<file path="config.mk">
export PLATFORM = sky130hd
export DESIGN_NAME = sensor_data_bank_flat
export DESIGN_NICKNAME = d
export VERILOG_FILES = /design/src/rtl/sensor_data_bank_pkg.sv /design/src/rtl/sensor_data_bank_if.sv /design/src/rtl/sensor_data_bank_rd_pending.sv /design/src/rtl/sensor_data_bank.sv /design/src/flat_wrapper.sv
export SDC_FILE = /design/constraint.sdc
export NUM_CORES = 1
export LEC_CHECK = 0
export ABC_AREA = 0
export CAP_MARGIN = 0
export CORE_AREA = 2 2 124 126
export CTS_BUF_LIST = sky130_fd_sc_hd__clkbuf_4 sky130_fd_sc_hd__clkbuf_8 sky130_fd_sc_hd__clkbuf_16
export CTS_CLUSTER_DIAMETER = 30
export DETAILED_ROUTE_END_ITERATION = 12
export DIE_AREA = 0 0 126 128
export GPL_ROUTABILITY_DRIVEN = 0
export PLACE_DENSITY = 0.82
export SLEW_MARGIN = 25
export SYNTH_ARGS = -nofsm -noshare
export SYNTH_HDL_FRONTEND = slang
export SYNTH_HIERARCHICAL = 1
export SYNTH_SLANG_ARGS = --single-unit
</file>
<file path="constraint.sdc">
create_clock -name clk -period 5 [get_ports clk]
set_input_delay 0.5 -clock clk [delete_from_list [all_inputs] [get_ports clk]]
set_output_delay 0.5 -clock clk [all_outputs]
set_load 0.01 [all_outputs]
</file>
<file path="src/rtl/sensor_data_bank_pkg.sv">
// Shared types for the sensor sample bank: read request and read status.
package sensor_bank_pkg;
  // Widest read address for NCH up to 256; narrower buses are zero-extended.
  localparam int MAX_AW = 8;

  typedef struct packed {
    logic [MAX_AW-1:0] addr;
    logic              valid;
  } rd_req_t;

  typedef struct packed {
    logic valid;
    logic ovr;
    logic err;
    logic drop;
  } rd_stat_t;
endpackage

</file>
<file path="src/rtl/sensor_data_bank_if.sv">
// Producer/consumer signal bundle of the sensor sample bank.
interface sensor_data_bank_if #(
  parameter int W   = 32,
  parameter int NCH = 4
);
  localparam int AW = (NCH > 1) ? $clog2(NCH) : 1;

  logic [NCH-1:0]   wr_en;
  logic [NCH*W-1:0] wr_data;
  logic             rd_req;
  logic [AW-1:0]    rd_addr;
  logic             hold;
  logic [W-1:0]     rd_data;
  logic             rd_valid;
  logic             rd_ovr;
  logic             rd_err;
  logic             rd_drop;
  logic [NCH-1:0]   fresh;
  logic             busy;

  modport master (
    output wr_en, wr_data, rd_req, rd_addr, hold,
    input  rd_data, rd_valid, rd_ovr, rd_err, rd_drop, fresh, busy
  );

  modport slave (
    input  wr_en, wr_data, rd_req, rd_addr, hold,
    output rd_data, rd_valid, rd_ovr, rd_err, rd_drop, fresh, busy
  );
endinterface

</file>
<file path="src/rtl/sensor_data_bank_rd_pending.sv">
// One-entry pending slot for reads: parks a request under hold, drains it
// on the first hold-free cycle, drops any request arriving while it is full.
module sensor_rd_pending
  import sensor_bank_pkg::*;
(
  input  logic    clk,
  input  logic    rst,
  input  logic    hold_i,
  input  rd_req_t req_i,
  output rd_req_t acc_o,
  output logic    drop_o,
  output logic    busy_o
);
  rd_req_t slot_q, slot_d;

  always_comb begin
    acc_o  = '0;
    drop_o = 1'b0;
    slot_d = slot_q;
    if (slot_q.valid) begin
      // The older request always wins, even on the drain cycle.
      drop_o = req_i.valid;
      if (!hold_i) begin
        acc_o  = slot_q;
        slot_d = '0;
      end
    end else if (req_i.valid) begin
      if (hold_i) slot_d = req_i;
      else        acc_o  = req_i;
    end
  end

  always_ff @(posedge clk or negedge rst) begin
    if (!rst) slot_q <= '0;
    else      slot_q <= slot_d;
  end

  assign busy_o = slot_q.valid;
endmodule

</file>
<file path="src/rtl/sensor_data_bank.sv">
// Bank of NCH sensor sample registers with per-channel write ports and a
// single addressed, holdable read port tracking fresh/overrun per channel.
module sensor_data_bank
  import sensor_bank_pkg::*;
#(
  parameter int W   = 32,
  parameter int NCH = 4
) (
  input logic               clk,
  input logic               rst,
  sensor_data_bank_if.slave bus
);
  logic [NCH-1:0][W-1:0] regs_q;
  logic [NCH-1:0]        fresh_q, fresh_d;
  logic [NCH-1:0]        ovr_q, ovr_d;
  logic [NCH-1:0]        rd_hit;
  logic [W-1:0]          rd_data_q, rd_data_d;
  logic [W-1:0]          sel_data;
  logic                  sel_ovr;
  rd_stat_t              stat_q, stat_d;
  rd_req_t               req, acc;
  logic                  drop, busy;

  assign req.valid = bus.rd_req;
  assign req.addr  = MAX_AW'(bus.rd_addr);

  sensor_rd_pending u_pend (
    .clk    (clk),
    .rst    (rst),
    .hold_i (bus.hold),
    .req_i  (req),
    .acc_o  (acc),
    .drop_o (drop),
    .busy_o (busy)
  );

  // A read of a channel consumes its old sample; a same-cycle write then
  // re-arms fresh without counting as an overrun.
  for (genvar i = 0; i < NCH; i++) begin : g_ch
    assign rd_hit[i]  = acc.valid && (acc.addr == MAX_AW'(i));
    assign fresh_d[i] = bus.wr_en[i] | (fresh_q[i] & ~rd_hit[i]);
    assign ovr_d[i]   = ~rd_hit[i] & (ovr_q[i] | (bus.wr_en[i] & fresh_q[i]));
  end

  always_comb begin
    sel_data = '0;
    sel_ovr  = 1'b0;
    for (int i = 0; i < NCH; i++) begin
      if (rd_hit[i]) begin
        sel_data = regs_q[i];
        sel_ovr  = ovr_q[i];
      end
    end
  end

  // No channel hit on an accepted request means the address is out of range.
  always_comb begin
    stat_d      = '0;
    stat_d.ovr  = stat_q.ovr;
    stat_d.drop = drop;
    rd_data_d   = rd_data_q;
    if (acc.valid) begin
      if (|rd_hit) begin
        stat_d.valid = 1'b1;
        stat_d.ovr   = sel_ovr;
        rd_data_d    = sel_data;
      end else begin
        stat_d.err = 1'b1;
      end
    end
  end

  always_ff @(posedge clk or negedge rst) begin
    if (!rst) begin
      regs_q    <= '0;
      fresh_q   <= '0;
      ovr_q     <= '0;
      rd_data_q <= '0;
      stat_q    <= '0;
    end else begin
      for (int i = 0; i < NCH; i++)
        if (bus.wr_en[i]) regs_q[i] <= bus.wr_data[i*W +: W];
      fresh_q   <= fresh_d;
      ovr_q     <= ovr_d;
      rd_data_q <= rd_data_d;
      stat_q    <= stat_d;
    end
  end

  assign bus.rd_data  = rd_data_q;
  assign bus.rd_valid = stat_q.valid;
  assign bus.rd_ovr   = stat_q.ovr;
  assign bus.rd_err   = stat_q.err;
  assign bus.rd_drop  = stat_q.drop;
  assign bus.fresh    = fresh_q;
  assign bus.busy     = busy;
endmodule

</file>
<file path="src/flat_wrapper.sv">
// flat-port wrapper written by rule: the top's interface ports become plain ports
module sensor_data_bank_flat import sensor_bank_pkg::*;
#(
  parameter int W   = 32,
  parameter int NCH = 4
)
  (clk, rst, bus_wr_en, bus_wr_data, bus_rd_req, bus_rd_addr, bus_hold, bus_rd_data, bus_rd_valid, bus_rd_ovr, bus_rd_err, bus_rd_drop, bus_fresh, bus_busy);
  sensor_data_bank_if #(.W(W), .NCH(NCH)) bus_i ();
  input logic clk;
  input logic rst;
  input wire logic [$bits(bus_i.wr_en)-1:0] bus_wr_en;
  input wire logic [$bits(bus_i.wr_data)-1:0] bus_wr_data;
  input wire logic [$bits(bus_i.rd_req)-1:0] bus_rd_req;
  input wire logic [$bits(bus_i.rd_addr)-1:0] bus_rd_addr;
  input wire logic [$bits(bus_i.hold)-1:0] bus_hold;
  output wire logic [$bits(bus_i.rd_data)-1:0] bus_rd_data;
  output wire logic [$bits(bus_i.rd_valid)-1:0] bus_rd_valid;
  output wire logic [$bits(bus_i.rd_ovr)-1:0] bus_rd_ovr;
  output wire logic [$bits(bus_i.rd_err)-1:0] bus_rd_err;
  output wire logic [$bits(bus_i.rd_drop)-1:0] bus_rd_drop;
  output wire logic [$bits(bus_i.fresh)-1:0] bus_fresh;
  output wire logic [$bits(bus_i.busy)-1:0] bus_busy;
  assign bus_i.wr_en = bus_wr_en;
  assign bus_i.wr_data = bus_wr_data;
  assign bus_i.rd_req = bus_rd_req;
  assign bus_i.rd_addr = bus_rd_addr;
  assign bus_i.hold = bus_hold;
  assign bus_rd_data = bus_i.rd_data;
  assign bus_rd_valid = bus_i.rd_valid;
  assign bus_rd_ovr = bus_i.rd_ovr;
  assign bus_rd_err = bus_i.rd_err;
  assign bus_rd_drop = bus_i.rd_drop;
  assign bus_fresh = bus_i.fresh;
  assign bus_busy = bus_i.busy;
  sensor_data_bank #(.W(W), .NCH(NCH)) u_core (.clk(clk), .rst(rst), .bus(bus_i));
endmodule
</file>
==> impl_metrics.csv <==
group,metric,value,unit
floorplanning,die_w,126,µm
sta,drv_slew,0,
critical_path,cp_slowest_stage_delay,890,ps
clock_network,post-cts-setup-buffer-count,0,
route,remaining_drc_errors,0,
yosys,yosysTopAreaCell,"dfrtp_1",
cells_and_area,fillers,1008,
yosys,synthArstFlopShare,1.00,
critical_path,crit_fanout,27,
clock_network,ctsResizeCount,0,
critical_path,cp-start-kind,"input port",
clock_network,cts.htree.levels,4,
cells_and_area,nets,815,
cells_and_area,fin_util,0.697,
min_path,min_path_type,"in -> async",
yosys,synthTopCellsByCount,"181 x dfrtp_1, 159 x mux2_2, 33 x mux4_2",
floorplanning,rows,45,
cells_and_area,syn_to_final_growth,32.2,%
critical_path,critPathCaptureType,"flip-flop",
grt,first_global_vias,5459,
grt,grt_antenna_before_repair,2,
critical_path,crit_family,"buffers and inverters",
route,dr.pass1.iters,4,
sta,timing.slew.headroom,0.286,
critical_path,reg2reg_to,"u_core/bus.rd_data[11]",
route,ant_nets,0,
cells_and_area,seq_area,0.00453,mm²
power_and_ir_drop,p_leak,4.14,nW
yosys,yosys.cell_count.top_type,"dfrtp_1",
critical_path,critPathBufInv,2,
route,drt_iter0_markers,366,
grt,grt_max_degree,72,
outcome,outcome,"finished, final reports clean",
yosys,ys_ff_latch,181,
sta,max_freq,0.310,GHz
yosys,synth.distinct_cells,26,
route,wl_per_cell,21.2,µm
yosys,synth_area,0.00784,mm²
sta,setup_viol,0,
cells_and_area,drive_above_1_share,0.359,
clock_network,cts_buffers,17,
critical_path,worstPathRequired,5310,ps
floorplanning,die_h,128,µm
floorplanning,start_util,0.528,
clock_network,cts_tree,"done",
yosys,yosys_warnings,6,
cells_and_area,num_antenna_cells,0,
sta,hold_viol_final,0,
power_and_ir_drop,ir_drop,317,µV
critical_path,critPathArrivalTime,3540,ps
critical_path,worstSetupPathType,"in -> reg",
sta,finClkSkew,8.90,ps
sta,worst_pin_slew,1070,ps
grt,gr-total-overflow,0,
critical_path,rrSetupSlack,1930,ps
grt,track_usage,0.239,
critical_path,rr_worst_depth,5,
clock_network,cts_sinks,181,
route,via_per_inst,5.69,
yosys,synth_edf_count,0,
yosys,synth_cells,499,
yosys,synth.yosys.seq_area_share,0.578,
clock_network,cts_root_buf,"clkbuf_16",
grt,grt_pass1_wl,29300,µm
critical_path,crit_slowest_cell,"a21oi_4",
floorplanning,ioPinCount,179,
place,port_buffers,178,
cells_and_area,multi_input_area,0.00313,mm²
place,dpl.hpwl,12200,µm
floorplanning,die_area,0.0161,mm²
route,route.vias.total,4998,
route,wirelength,18600,µm
yosys,synthFlopType,"dfrtp_1",
sta,tns,0,ps
job,drv_cap,0,
yosys,synth_top_area_frac,0.578,
sta,period_share,0.646,
clock_network,clk_pin_slew,70,ps
critical_path,rr_startpoint,"u_core/u_pend/busy_o",
sta,rsz0062_at_grt,"no",
clock_network,cts_max_path_buffers,2,
clock_network,hold_buffers,0,
yosys,synth_area_per_cell,15.7,µm²
power_and_ir_drop,power.density,401,mW/mm²
clock_network,clk_latency,420,ps
critical_path,path_cells,"clkdlybuf4s50_1 -> nand3b_1 -> a21oi_4 -> buf_4 -> mux4_2 -> mux2_2",
yosys,synth_area_leaders,"dfrtp_1 58%, mux2_2 23%, mux4_2 9.5%",
sta,period_minus_slack,3230,ps
floorplanning,core,0.0149,mm²
==> power breakdown <==
group	leakage [nW]	internal [mW]	switching (mW)	total [mW]
clock network	0.303	0.854	0.556	1.41
registers	2.12	1.70	0.160	1.86
logic	1.72	0.566	0.321	0.886
total	4.14	3.12	1.04	4.16
==> flip-flops by register name, indices dropped and copies added (netlist names) <==
| signal | count |
|---|---|
| u_core/ovr_q | 4 |
| u_core/regs_q | 128 |
| u_core/u_pend/busy_o | 1 |
| u_core/bus.rd_ovr | 1 |
| u_core/u_pend/slot_q | 8 |
| u_core/bus.rd_data | 32 |
| u_core/bus.rd_valid | 1 |
| u_core/bus.fresh | 4 |
| u_core/bus.rd_err | 1 |
| u_core/bus.rd_drop | 1 |
==> stage by stage <==
step	worst slack (ps)	std cells	area [µm²]	power (mW)	hold slack, ps
after floorplan	2470	510	7880	2.27	204
after global placement	1530	846	9740	2.73	474
after detailed placement	1370	846	9740	2.77	492
after CTS	1810	878	10400	4.19	98.1
after global routing	1670	878	10400	4.33	135
final	1770	878	10400	4.16	77.8
==> logic make-up (layout without fill, tap and decap cells) <==
kind of cell | Yosys count | in the layout | share of synthesized area
multiplexers | 194 | 194 | 0.326
flip-flops | 181 | 181 | 0.578
buffers and inverters | 46 | 226 | 0.0314
AND/OR/NAND/NOR | 47 | 47 | 0.0327
AO/OA/AOI/OAI | 30 | 30 | 0.0318
other | 1 | 12 | 0.000478
==> layer usage <==
layer | global-route usage | wire length (µm) | part of all wire | vias to the layer above
li1 | - | - | - | 2168
met1 | 0.311 | 7920 | 0.43 | 2639
met3 | 0.0513 | 841 | 0.045 | 32
met4 | 0.0957 | 383 | 0.021 | 2
met5 | 0 | 13 | 0.00070 | -
met2 | 0.397 | 9420 | 0.51 | 157
==> cell usage in the layout (no fill, tap or decap), drive strengths merged, types with 3 or more instances in the layout <==
cell type      Yosys  routed
clkbuf            16      19
buf               20      11
bufinv             0       4
a21oi             16      16
nand2             16      16
clkinvlp           0       3
a31oi              4       4
dfrtp            181     181
nand3              8       8
mux2             161     161
nand3b             8       8
inv               10      11
clkinv             0       5
nor3               4       4
conb               1      12
o221ai             8       8
nor2               6       6
mux4              33      33
clkdlybuf4s50      0     173
==> final cells by class <==
class	count	share of cell area
repair buffers	184	0.174
clock buffers	19	0.0431
well taps	188	0.0227
multi-input cells	283	0.302
inverters	10	0.00362
flip-flops and latches	181	0.437
clock inverters	13	0.0174
==> worst max path at each step <==
stage	from	endpoint	cells after the start	slack (ps)
floorplan	bus_rd_req	u_core/bus.rd_data[10]	8	2470
finish	bus_rd_req	u_core/bus.rd_data[11]	6	1770
CTS	bus_rd_req	u_core/bus.rd_data[11]	6	1810
global placement	bus_rd_req	u_core/bus.rd_data[15]	6	1530
global route	bus_rd_req	u_core/bus.rd_data[11]	6	1670
detailed placement	bus_rd_req	u_core/bus.rd_data[16]	6	1370
Power figures use the tool's default switching activity.
